===== src/rtl/decod_bin_bcd_7seg.sv =====
// Sequential binary-to-BCD (double dabble, one bit per clock) with active-low 7-segment outputs.
// Optional leading-zero blanking is enabled by defining DECOD_BLANK_ZEROS_EN.
module decod_bin_bcd_7seg #(
    parameter int WIDTH  = 8,
    parameter int DIGITS = 3
) (
    input  logic                  clk,
    input  logic                  rst_n,
    input  logic                  inicio,
    input  logic [WIDTH-1:0]      S,
    output logic                  ocupado,
    output logic                  pronto,
    output logic                  estouro,
    output logic [7*DIGITS-1:0]   saida_display,
    output logic [1:0]            estado
);

    // Handshake: inicio/S are taken on any rising edge outside CONV; inicio during CONV is dropped.
    // pronto is a one-cycle pulse in FIM; results hold until the next completion.
    typedef enum logic [1:0] {
        OCIOSO = 2'd0,
        CONV   = 2'd1,
        FIM    = 2'd2
    } estado_t;

    localparam int          CW     = $clog2(WIDTH + 1);
    localparam int          BW     = 4 * DIGITS;
    localparam logic [31:0] LIMITE = 32'(10**DIGITS - 1);

    estado_t               estado_q, estado_d;
    logic [WIDTH-1:0]      bin_q, bin_nxt;
    logic [BW-1:0]         bcd_q, bcd_adj, bcd_nxt;
    logic [CW-1:0]         cnt_q;
    logic                  excede_q;
    logic [7*DIGITS-1:0]   disp_nxt;
    logic [3:0]            dig;
`ifdef DECOD_BLANK_ZEROS_EN
    logic                  zero_run;
`endif

    function automatic logic [6:0] seg7(input logic [3:0] d);
        case (d)
            4'd0:    seg7 = 7'b0000001;
            4'd1:    seg7 = 7'b1001111;
            4'd2:    seg7 = 7'b0010010;
            4'd3:    seg7 = 7'b0000110;
            4'd4:    seg7 = 7'b1001100;
            4'd5:    seg7 = 7'b0100100;
            4'd6:    seg7 = 7'b0100000;
            4'd7:    seg7 = 7'b0001111;
            4'd8:    seg7 = 7'b0000000;
            4'd9:    seg7 = 7'b0000100;
            default: seg7 = 7'b1111111;
        endcase
    endfunction

    always_comb begin
        estado_d = estado_q;
        case (estado_q)
            OCIOSO, FIM: estado_d = inicio ? CONV : OCIOSO;
            CONV:        if (cnt_q == CW'(1)) estado_d = FIM;
            default:     estado_d = OCIOSO;
        endcase
    end

    // One double-dabble step: correct nibbles >= 5, then shift the binary MSB into the BCD field.
    always_comb begin
        bcd_adj = bcd_q;
        for (int k = 0; k < DIGITS; k++) begin
            if (bcd_q[4*k +: 4] >= 4'd5)
                bcd_adj[4*k +: 4] = bcd_q[4*k +: 4] + 4'd3;
        end
        bcd_nxt = {bcd_adj[BW-2:0], bin_q[WIDTH-1]};
        bin_nxt = {bin_q[WIDTH-2:0], 1'b0};
    end

    // Display image of the final step, scanned from the most significant digit down.
    always_comb begin
        disp_nxt = '1;
        dig      = '0;
`ifdef DECOD_BLANK_ZEROS_EN
        zero_run = 1'b1;
`endif
        for (int k = DIGITS - 1; k >= 0; k--) begin
            dig = bcd_nxt[4*k +: 4];
            if (excede_q) begin
                disp_nxt[7*k +: 7] = 7'b1111110;
            end else begin
`ifdef DECOD_BLANK_ZEROS_EN
                if (zero_run && dig == 4'd0 && k != 0) begin
                    disp_nxt[7*k +: 7] = 7'b1111111;
                end else begin
                    zero_run           = 1'b0;
                    disp_nxt[7*k +: 7] = seg7(dig);
                end
`else
                disp_nxt[7*k +: 7] = seg7(dig);
`endif
            end
        end
    end

    always_ff @(posedge clk or negedge rst_n) begin
        if (!rst_n) begin
            estado_q      <= OCIOSO;
            bin_q         <= '0;
            bcd_q         <= '0;
            cnt_q         <= '0;
            excede_q      <= 1'b0;
            estouro       <= 1'b0;
            saida_display <= '1;
        end else begin
            estado_q <= estado_d;
            case (estado_q)
                OCIOSO, FIM: begin
                    if (inicio) begin
                        bin_q    <= S;
                        bcd_q    <= '0;
                        cnt_q    <= CW'(WIDTH);
                        excede_q <= ({{(32-WIDTH){1'b0}}, S} > LIMITE);
                    end
                end
                CONV: begin
                    bin_q <= bin_nxt;
                    bcd_q <= bcd_nxt;
                    cnt_q <= cnt_q - CW'(1);
                    if (cnt_q == CW'(1)) begin
                        saida_display <= disp_nxt;
                        estouro       <= excede_q;
                    end
                end
                default: ;
            endcase
        end
    end

    assign ocupado = (estado_q == CONV);
    assign pronto  = (estado_q == FIM);
    assign estado  = estado_q;

endmodule


===== config.mk =====
export PLATFORM = sky130hd
export DESIGN_NAME = decod_bin_bcd_7seg
export DESIGN_NICKNAME = d
export VERILOG_FILES = /design/src/rtl/decod_bin_bcd_7seg.sv
export SDC_FILE = /design/constraint.sdc
export NUM_CORES = 1
export LEC_CHECK = 0
export BUFFER_PORTS_ARGS = -buffer_cell sky130_fd_sc_hd__buf_2
export CORE_MARGIN = 2
export CORE_UTILIZATION = 45
export CTS_BUF_LIST = sky130_fd_sc_hd__clkbuf_2 sky130_fd_sc_hd__clkbuf_4 sky130_fd_sc_hd__clkbuf_8
export DETAILED_ROUTE_END_ITERATION = 10
export PLACE_DENSITY = 0.68
export SYNTH_ARGS = -nofsm -noshare
export SYNTH_HDL_FRONTEND = slang
export SYNTH_SLANG_ARGS = --single-unit

===== constraint.sdc =====
create_clock -name clk -period 3.05 [get_ports clk]
set_input_delay 0.4575 -clock clk [delete_from_list [all_inputs] [get_ports clk]]
set_output_delay 0.4575 -clock clk [all_outputs]
set_load 0.005 [all_outputs]

# Word level (Yosys, flattened, before mapping)
# Memories as Yosys holds them, arrays and structs flattened. A register that Yosys moved wholly into a read port is not among the register bits.
# Cells that the tools add are included.
# totals
mem_count	3
mem_bits_ro	336
inputBits	11
reg_bits	26
wordCells	39
output_inout_bits	26
# memory_table
memory	words	width	read_ports	rd_ports_with_merged_regs	wr	line	rtl
(name not given)	16	7	1	1	0	42	case (d)
(name not given)	16	7	1	1	0	42	
(name not given)	16	7	1	1	0	42	
# op_classes
reduce_logical	8
order_cmp	3
add_sub_neg	4
eq_ne	5
n_mux	12
# ops
cell	count
one-hot mux 12 bit (2 select lines)	1
one-hot mux 8 bit (2 select lines)	1
>= comparator 4 x 3 -> 1 bit (second input constant)	3
2-to-1 mux 12 bit	1
2-to-1 mux 4 bit	3
adder 4 x 2 -> 4 bit (second input constant)	2
2-to-1 mux 8 bit	1
one-hot mux 4 bit (2 select lines)	1
equality test 4 x 1 -> 1 bit (second input constant)	1
one-hot mux 2 bit (2 select lines)	1
AND reduction 2 bit	2
subtractor 4 x 1 -> 4 bit (second input constant)	1
adder 3 x 2 -> 3 bit (second input constant)	1
zero test 1 bit	3
2-to-1 mux 3 bit	1
equality test 2 x 1 -> 1 bit (second input constant)	1
equality test 2 bit (second input constant)	1
zero test 2 bit	1
2-to-1 mux 2 bit	1
!= test 2 x 1 -> 1 bit (second input constant)	1
!= test 2 bit (second input constant)	1
nonzero test 2 bit	1
OR reduction 2 bit	1
2-to-1 mux 1 bit	1

# Longest topological paths before layout
# Gate-level depths: netlist of the first run.
# depth
depth_word	4
mapped_depth	10
depth_no_buf	10

# Worst setup path after synthesis of the first run
# Ideal clock, no wire load.
# synth_timing
path_type	flip-flop to flip-flop
start	register bcd_q[0]
end	register saida_display[7]
path_buffers	0
path_stages_with_launch	11
required_time_ns	2.973
t_arrival_ns	2.061
path_slack_ns	0.912
setup_ns	0.077
path_cell_list	dfrtp_1 > inv_1 > ha_1 > nor2b_1 > or3_1 > and2_1 > inv_1 > ha_1 > nor3_1 > a211o_1 > a31oi_1
# synth_via
elab_chain_cells	2
# synth_lines
element	line	rtl
start: declaration	32	logic [BW-1:0] bcd_q, bcd_adj, bcd_nxt;
start signal: assignment	125	bcd_q <= bcd_nxt;
adder 4 x 2 -> 4 bit or >= comparator 4 x 3 -> 1 bit (tied branches)	71, 70	
2-to-1 mux 4 bit *	70	if (bcd_q[4*k +: 4] >= 4'd5)
end signal: assignment	128	saida_display <= disp_nxt;
end: declaration	14	output logic [7*DIGITS-1:0] saida_display,
# Every way passes the cells marked *; elsewhere a longest branch is shown, timed or not.
# A chain may end at the register's enable or synchronous reset.

# Worst setup path after layout of the first run
# Ends and elaborated chain as after synthesis.

==> impl_results.md, run 1 <==
* Initial antenna violation count at 0
* Sequence of cells on the critical path: inv_1 -> ha_1 -> nor2b_1 -> or3_1 -> and2_1 -> inv_1 -> ha_1 -> nor3_1 -> a211o_1 -> a31oi_1
* Ys flop type: dfrtp_1
* First-pass GRT wire length at 8700 um
* Crit path depth at 10
* Switching share of power at 0.439
* Cells after Synth at 277
* Crit Path Class: reg2reg
* Hold Buf Count CTS at 0
* Core area at 5540 um2
* Part of the cycle the worst path needs at 0.769
* Sequential share of the synthesized area at 0.461
* Pint at 0.00209 W
* Rows at 27
* Register Area at 1200 um2
* CTS tree: yes
* Routability cong. at 0.782
* Share of cells above drive strength 1 at 0.249
* Min-delay worst type: in2async
* Ys Warns at 0
* Starting Density at 0.470
* Number of global-route vias before repair at 1916
* Per-cell routed wire length at 13.6 um
* Total power at 0.00372 W
* Pleak at 1.35 nW
* Final setup TNS at 0 ps
* Gr usage total at 0.172
* Sequential share of power at 0.328
* Slowest cell on the critical path: dfrtp_1
* Pin count of the biggest net entering global routing at 48
* Power per cell area at 1270 nW/um2
* Reg2reg start: bcd_q[0]
* First drt pass iteration count at 4
* Ant diodes at 0
* Syn_area_per_cell at 9.41 um2
* CP delay by family, top: simple AND/OR/NAND/NOR gates
* TritonCTS Buffers at 5
* Syn nets at 300
* Switching Power at 0.00163 W
* Critical path startpoint category: register
* Resized Gates After CTS at 0
* DR DRC count at 0
* Bufs and invs on worst path at 2
* Worst slew pin tran at 1020 ps
* Async set-reset flop share out of synthesis at 1.00
* Logic pwr share at 0.566
* #FFs+latches synth at 47
* Die width at 80.1 um
* Number of synthesized flops with an enable pin at 0
* Post-DP HPWL at 3520 um
* Finish-stage setup viols at 0
* Syn-to-layout area delta at 12.5%
* Tmin final at 2350 ps
* Die Area at 6420 um2
* Post-layout nets at 331
* Drt total wl at 5190 um
* Worst-path clk slew at 90 ps
* Worst EP arrival at 2570 ps
* Worst-path maximum fanout at 6
* Synth unique cells at 42
* Critical Path End Type: register
* CTS H-tree lvls at 2
* RSZ-0062 raised after global routing: false
* Clock share of power at 0.106
* CTS Root Cell: clkbuf_8
* Multi-input gate area at 1290 um2
* VDD IR max at 0.573 mV
* Clock Latency Late Sink at 300 ps
* Num ports at 37
* # fillers at 533
* DRT antenna net count at 0
* Max Freq at 426 MHz
* Final Util at 0.529
* Routed vias at 2025
* R2R cell count at 10
* Clk buf depth at 2
* Post-CTS setup buffer count at 0
* Via density at 5.31
* Max incr delay on CP at 470 ps
* Slew headroom at 0.320
* Hold WS at 333 ps
* Status: finished clean
* Final Skew at 10.1 ps
* Die Y at 80.1 um
* Maxcap violations at 0
* TritonCTS Sinks at 47
* Hold Vio Cnt, Final at 0
* Crit path from: bcd_q[0]
* DR iter-0 viols at 112
* Port Buf Inserts at 35
* Cell Area, Synth at 2610 um2
* Critical path required time at 3280 ps
* Max Slew Vio Count at 0
* Total gr overflow at 0
[path summary, 6_finish.rpt]
path / to / slack, ps
max: saida_display[7] / 700
max in group asynchronous: bin_q[7] / 2100
min reg2reg: saida_display[13] / 470
min: bin_q[6] / 330
min in group clk: bin_q[0] / 390
max reg2reg: saida_display[7] / 700
[registers in the layout (all words and copies together), names as in the netlist]
register and cells:
bcd_q 12, cnt_q 4, saida_display 21, estado 2
bin_q 8
[power groups by stage]
stage | clock [W] | combinational [W] | sequential [W]
global route | 0.000424 | 0.00238 | 0.00126
global placement | 0 | 0.00206 | 0.00122
finish | 0.000393 | 0.00211 | 0.00122
CTS | 0.000412 | 0.00212 | 0.00122
detailed placement | 0 | 0.00210 | 0.00123
floorplan | 0 | 0.00160 | 0.00121
[cells in the final DEF (no fill, tap or decap), drive strengths merged, types with 2 or more instances in the layout]
cell type  instances
nand2             44
buf               38
dfrtp             26
nor2              21
dfstp             21
o21ai             20
inv               15
a21oi             14
o31ai             13
a31oi             12
ha                12
a22o               8
clkbuf             7
nand2b             7
nor3               5
nor2b              4
o21a               4
nor3b              4
a211oi             4
xnor2              4
a21o               4
and2               3
mux2i              3
or3                2
xnor3              2
a211o              2
[cells in the mapped netlist, types with 3 or more instances]
cell      count  area [um2]
a21oi_1      12        60.1
nand2_1      44         165
nor3b_1       4        30.0
a31oi_1      12        75.1
nor3_1        5        25.0
nor2b_1       4        25.0
dfstp_2      21         552
o21ai_0      19        95.1
nand2b_1      5        31.3
dfrtp_1      26         651
inv_1        15        56.3
a22o_1        7        61.3
mux2i_1       3        30.0
nor2_1       21        78.8
a211oi_1      4        30.0
clkbuf_1     12        45.0
o31ai_1      13        97.6
and2_1        3        18.8
ha_1         12         150
o21a_1        4        30.0
[stage by stage]
| step | setup WS (ps) | cells | instance area [um2] |
|---|---|---|---|
| 6_report | 704 | 381 | 2930 |
| 4_1_cts | 698 | 381 | 2930 |
| 5_1_grt | 537 | 381 | 2930 |
| 3_5_place_dp | 729 | 373 | 2840 |
| 2_1_floorplan | 912 | 277 | 2610 |
| 3_3_place_gp | 807 | 373 | 2840 |
[cell families after synthesis]
| family | count (synthesis) | synth area share |
|---|---|---|
| adders and majority gates | 12 | 0.0576 |
| buffers and inverters | 29 | 0.0432 |
| other | 1 | 0.00144 |
| and+or+nand+nor | 96 | 0.172 |
| xor gates and xnor gates | 7 | 0.0398 |
| AOI/OAI and AO/OA | 82 | 0.213 |
| muxes | 3 | 0.0115 |
| DFF | 47 | 0.461 |
[area by class of cell]
cell class                 count  area share
clock buffer                   7      0.0307
clock inverter                 1     0.00128
inverter                      15      0.0192
multi-input combinational    201       0.440
sequential                    47       0.410
tap                           72      0.0307
timing repair buffer          38      0.0674
[layer usage]
layer  vias to the layer above  part of all wire  global-route usage
met4                         0             0.015              0.0627
met3                         7             0.036              0.0303
li1                       1028                 -                   -
met2                        39              0.47               0.280
met1                       951              0.48               0.229
met5                         -                 0                   0
Note: power is estimated with default switching activity, not from simulation.
==> run 2, diff against run 1 <==
--- a/config.mk
+++ b/config.mk
@@ -10,7 +10,7 @@
 export CORE_UTILIZATION = 45
 export CTS_BUF_LIST = sky130_fd_sc_hd__clkbuf_2 sky130_fd_sc_hd__clkbuf_4 sky130_fd_sc_hd__clkbuf_8
 export DETAILED_ROUTE_END_ITERATION = 10
-export PLACE_DENSITY = 0.68
+export PLACE_DENSITY = 0.71
 export SYNTH_ARGS = -nofsm -noshare
 export SYNTH_HDL_FRONTEND = slang
 export SYNTH_SLANG_ARGS = --single-unit
==> constraint.sdc (replaced) <==
create_clock -name clk -period 2 [get_ports clk]
set_input_delay 0.3 -clock clk [delete_from_list [all_inputs] [get_ports clk]]
set_output_delay 0.3 -clock clk [all_outputs]
set_load 0.005 [all_outputs]
==> run 2 against run 1 <==
  * The run now ends with negative setup slack left
  * Core utilization up 7.4 points
  * Wire length grew 16%
  * Flip-flop and latch count is the same
  * Clock power rose by 120%
  * Largest power group unchanged
==> impl_results.md, run 2 (synthesized netlist as in run 1, its figures left out) <==
* Most frequent cells in the layout: nand2_1, buf_2, buf_4
* Min-delay worst type: in2async
* Final Skew at 8.80 ps (-1.26 ps)
* Multi-input gate area at 1440 um2 (+12%)
* Biggest registers after layout: saida_display (21), bcd_q (12), bin_q (8)
* First drt pass iteration count at 4 (unchanged)
* Initial antenna violation count at 0 (unchanged)
* CP delay by family, top: simple AND/OR/NAND/NOR gates
* DRT antenna net count at 0 (unchanged)
* Hold Buf Count CTS at 0 (unchanged)
* Per-cell routed wire length at 14.8 um (+8.5%)
* # fillers at 479 (-10%)
* Max FFs per register at 21 (unchanged)
* CTS H-tree lvls at 2 (unchanged)
* TritonCTS Sinks at 47 (unchanged)
* Core area at 5540 um2 (unchanged)
* Register with the most flip-flops: saida_display
* Clk buf depth at 2 (unchanged)
* Power per cell area at 2120 nW/um2 (+67%)
* Final Util at 0.603 (+0.0741)
* Total power at 0.00709 W (+91%)
* Worst-path maximum fanout at 8 (+2)
* Part of the cycle the worst path needs at 1.00 (+0.235)
* Num ports at 37 (unchanged)
* Hold WS at 50.3 ps (-283 ps)
* TritonCTS Buffers at 5 (unchanged)
* Port Buf Inserts at 35 (unchanged)
* Ant diodes at 0 (unchanged)
* Crit Path Class: reg2reg
* DR iter-0 viols at 88 (-21%)
* Max Slew Vio Count at 0 (unchanged)
* Max Freq at 498 MHz (+17%)
* Flop2flop setup slack at -8 ps (-710 ps)
* VDD IR max at 1.21 mV (+110%)
* Pin count of the biggest net entering global routing at 48 (unchanged)
* Critical path startpoint category: register
* Register Area at 1200 um2 (+0.10%)
* Post-layout nets at 359 (+8.5%)
* Maxcap violations at 0 (unchanged)
* Bufs and invs on worst path at 2 (unchanged)
* Rows at 27 (unchanged)
* Pleak at 1.52 nW (+13%)
* Max incr delay on CP at 530 ps (+60 ps)
* Critical path required time at 2240 ps (-1040 ps)
* DR DRC count at 0 (unchanged)
* Syn-to-layout area delta at 28.2%
* Worst EP arrival at 2250 ps (-320 ps)
* Critical Path End Type: register
* Clock Latency Late Sink at 320 ps (+20 ps)
* Sequence of cells on the critical path: inv_2 -> ha_4 -> buf_6 -> nand2b_4 -> a21oi_4 -> xnor2_4 -> or4_1 -> a31oi_1
* Tmin final at 2010 ps (-338 ps)
* Starting Density at 0.470 (unchanged)
* Routed vias at 2203 (+8.8%)
* Gr usage total at 0.197 (+0.0254)
* Drt total wl at 6040 um (+16%)
* Total gr overflow at 0 (unchanged)
* Status: finished, violations left
* Worst-path clk slew at 100 ps (about the same)
* Most common cell after layout, fill and taps aside: nand2_1
* Hold Vio Cnt, Final at 0 (unchanged)
* First-pass GRT wire length at 9790 um (+13%)
* Failing checks: negative setup slack
* Die Area at 6420 um2 (unchanged)
* CTS tree: yes
* Die Y at 80.1 um (unchanged)
* Number of global-route vias before repair at 2137 (+12%)
* CTS Root Cell: clkbuf_8
* Share of cells above drive strength 1 at 0.380 (+0.131)
* Via density at 5.39 (+1.3%)
* Slew headroom at 0.287 (-0.0334)
* Worst Slack Setup Final at -8.45 ps (-712 ps)
* Routability cong. at 0.838 (+7.1%)
* Die width at 80.1 um (unchanged)
* RSZ-0062 raised after global routing: true
* Finish-stage setup viols at 1 (+1)
* Worst slew pin tran at 1070 ps (+46.2 ps)
* Post-DP HPWL at 3890 um (+10%)
* Slowest cell on the critical path: or4_1
==> run 2: changes by cell type in the layout (fill, tap and decap cells not counted), moves of 3 or more <==
cell	delta
buf_6	+3
inv_1	-4
ha_1	-5
ha_4	+4
buf_4	+24
o21ai_0	-3
inv_2	+3
o21ai_1	+3
==> run 2: layout make-up <==
class	instances	area share
clock buffer	5	0.0206
timing repair buffer	65	0.123
tap	72	0.0270
sequential	47	0.360
clock inverter	3	0.0202
multi-input combinational	202	0.431
inverter	15	0.0176
==> run 2: power by group <==
group	internal (W)	switching [W]	total [W]	leakage (nW)
registers	0.00152	0.000326	0.00185	0.536
clock network	0.000499	0.000361	0.000860	0.0644
logic	0.00212	0.00226	0.00438	0.920
total	0.00414	0.00295	0.00709	1.52
==> run 2: final timing paths <==
| kind | endpoint | from | cells past startpoint |
|---|---|---|---|
| setup / recovery | saida_display[3] | bcd_q[0] | 8 |
| hold / removal | bin_q[2] | rst_n | 2 |
| setup reg to reg | saida_display[3] | bcd_q[0] | 8 |
| hold reg to reg | saida_display[11] | saida_display[11] | 2 |
| max in group asynchronous | bcd_q[0] | rst_n | 2 |
| min in group clk | bin_q[0] | S[0] | 2 |
==> run 2: routing by layer <==
metal	wire, um	global-route usage	up-vias
met4	83	0.0864	0
met3	180	0.0360	9
li1	-	-	1088
met2	3030	0.326	40
met1	2750	0.252	1066
met5	0	0	-
==> run 2: through the flow <==
step / std cells / cell area, um2 / setup TNS (ps) / setup WS, ps
CTS: 405 / 3220 / -6.65 / -6.65
floorplan: 277 / 2620 / -18.0 / -18.0
detailed placement: 394 / 3010 / -806 / -101
global placement: 394 / 3010 / -106 / -36.3
global route: 409 / 3340 / -150 / -67.9
finish: 409 / 3340 / -8.45 / -8.45
==> run 2: repair_timing <==
item / CTS / global route
cloned: 0 / 1
buffers inserted: 3 / 3
setup endpoints to repair: 15 / 18
gates resized for setup: 11 / 22
pin swaps: 8 / 12
==> run 3, diff against run 2 <==
--- a/config.mk
+++ b/config.mk
@@ -7,10 +7,10 @@
 export LEC_CHECK = 0
 export BUFFER_PORTS_ARGS = -buffer_cell sky130_fd_sc_hd__buf_2
 export CORE_MARGIN = 2
-export CORE_UTILIZATION = 45
+export CORE_UTILIZATION = 40
 export CTS_BUF_LIST = sky130_fd_sc_hd__clkbuf_2 sky130_fd_sc_hd__clkbuf_4 sky130_fd_sc_hd__clkbuf_8
 export DETAILED_ROUTE_END_ITERATION = 10
-export PLACE_DENSITY = 0.71
+export PLACE_DENSITY = 0.64
 export SYNTH_ARGS = -nofsm -noshare
 export SYNTH_HDL_FRONTEND = slang
 export SYNTH_SLANG_ARGS = --single-unit
==> run 3 against run 2 <==
  * The flow now finishes without violations
  * Clock-buffer cell count up 3
  * Combinational power about the same
  * Via count down 2.5%
  * Clock skew down 2.5 ps
  * Fmax up 2.7%
==> impl_results.md, run 3 (synthesized netlist as in run 1, its figures left out) <==
* Routed vias at 2148 (-2.5%)
* Biggest registers after layout: saida_display (21), bcd_q (12), bin_q (8)
* Worst slew pin tran at 1020 ps (-47.1 ps)
* Part of the cycle the worst path needs at 0.978 (-0.0260)
* CTS tree: yes
* Share of cells above drive strength 1 at 0.388 (+0.00775)
* Total gr overflow at 0 (unchanged)
* Core area at 6310 um2 (+14%)
* Die Area at 7180 um2 (+12%)
* CTS H-tree lvls at 2 (unchanged)
* Max Freq at 511 MHz (+2.7%)
* Power per cell area at 2040 nW/um2 (-3.8%)
* DR iter-0 viols at 86 (-2.3%)
* Logic pwr share at 0.641 (+0.023)
* Drt total wl at 5800 um (-4.1%)
* Post-layout nets at 360 (+0.28%)
* Register with the most flip-flops: saida_display
* Gr usage total at 0.167 (-0.0296)
* CTS Root Cell: clkbuf_8
* Ant diodes at 0 (unchanged)
* Total power at 0.00679 W (-4.1%)
* Maxcap violations at 0 (unchanged)
* Pint at 0.00393 W (-5.0%)
* First drt pass iteration count at 4 (unchanged)
* First-pass GRT wire length at 9690 um (-1.1%)
* Starting Density at 0.413 (-0.0576)
* Pin count of the biggest net entering global routing at 48 (unchanged)
* Hold Buf Count CTS at 0 (unchanged)
* Switching Power at 0.00286 W (-2.9%)
* Tmin final at 1960 ps (-52.0 ps)
* Per-cell routed wire length at 14.0 um (-5.5%)
* Pre-CTS setup slack at -61.3 ps (+39.3 ps)
* Most common cell after layout, fill and taps aside: nand2_1
* Critical path required time at 2220 ps (-20 ps)
* Worst EP arrival at 2180 ps (-70 ps)
* Max FFs per register at 21 (unchanged)
* Die width at 84.7 um (+5.8%)
* TritonCTS Sinks at 47 (unchanged)
* Min-delay worst type: in2async
* Rows at 29 (+7.4%)
* Clk buf depth at 2 (unchanged)
* Worst-path clk slew at 90 ps (about the same)
* Sequential share of power at 0.270 (+0.009)
* RSZ-0062 raised after global routing: true
* Critical Path End Type: register
* Max Slew Vio Count at 0 (unchanged)
* VDD IR max at 0.858 mV (-29%)
* Number of global-route vias before repair at 2049 (-4.1%)
* Hold Vio Cnt, Final at 0 (unchanged)
* Via density at 5.18 (-3.9%)
* TritonCTS Buffers at 5 (unchanged)
* Post-DP HPWL at 3920 um (+0.81%)
* Syn-to-layout area delta at 27.7%
* Finish-stage setup viols at 0 (-1)
* DP Area at 3020 um2 (+0.46%)
* Port Buf Inserts at 35 (unchanged)
* Worst Slack Setup Final at 43.6 ps (+52.0 ps)
* Routability cong. at 0.800 (-4.5%)
* Pleak at 1.51 nW (-0.47%)
* Final setup TNS at 0 ps (+8.45 ps)
* Switching share of power at 0.421 (+0.00532)
* Final Non-Filler Cells at 415 (+1.5%)
* DRT antenna net count at 0 (unchanged)
* Initial antenna violation count at 0 (unchanged)
* Flop2flop setup slack at 40 ps (+50 ps)
* Status: finished clean
* Crit Path Class: reg2reg
* Worst-path maximum fanout at 8 (unchanged)
* Final Skew at 6.32 ps (-2.48 ps)
* Clock Latency Late Sink at 300 ps (-20 ps)
* Num ports at 37 (unchanged)
* Final instance area at 3330 um2 (-0.37%)
* Slew headroom at 0.318 (+0.0315)
* Clock share of power at 0.089 (-0.032)
* Most frequent cells in the layout: nand2_1, buf_2, buf_4
* Die Y at 84.7 um (+5.8%)
* Critical path startpoint category: register
* DR DRC count at 0 (unchanged)
* Placed cell count at 400 (+1.5%)
## run 3: final timing paths
check	from	end	cells past startpoint
max reg2reg	bcd_q[1]	saida_display[3]	8
max in group asynchronous	rst_n	bcd_q[5]	2
max	bcd_q[1]	saida_display[3]	8
min in group clk	S[0]	bin_q[0]	2
min	rst_n	bcd_q[3]	2
min reg2reg	saida_display[14]	saida_display[14]	2
## run 3: per-layer routing
layer  up-vias  global-route usage  routed length, um
met2        33               0.262               2820
met1      1025               0.232               2710
met5         -                   0                  0
li1       1083                   -                  -
met3         7              0.0383                191
met4         0              0.0519                 74
## run 3: what timing repair did
action	CTS	global route
buffers inserted	4	3
pin swaps	6	13
hold endpoints to repair	0	0
setup endpoints to repair	10	16
resized for setup	9	27
## run 3: area by class of cell
cell class / count / area [um2]
sequential: 47 / 1200
fill: 594 / 2980
tap: 77 / 96.3
clock buffer: 8 / 91.3
timing repair buffer: 67 / 423
multi-input combinational: 201 / 1460
inverter: 15 / 58.8
## run 3: critical path: stages (launching register included)
cell,delay [ps]
dfrtp_1,400
inv_2,120
ha_4,150
buf_6,90
nand2b_4,50
a21oi_4,240
xnor2_4,160
or4_1,530
a31oi_1,140
## run 3: power by group through the flow
stage	Clock [W]	Combinational [W]	Sequential, W
after floorplan	0	0.00248	0.00185
after global placement	0	0.00366	0.00182
after detailed placement	0	0.00372	0.00184
after CTS	0.000632	0.00394	0.00182
after global routing	0.000666	0.00482	0.00190
final	0.000604	0.00435	0.00184
## run 3: stage by stage
step	hold slack (ps)	utilization
after floorplan	4.41	-
after global placement	429	0.479
after detailed placement	437	0.479
after CTS	105	0.505
after global routing	137	0.527
final	87.9	0.527
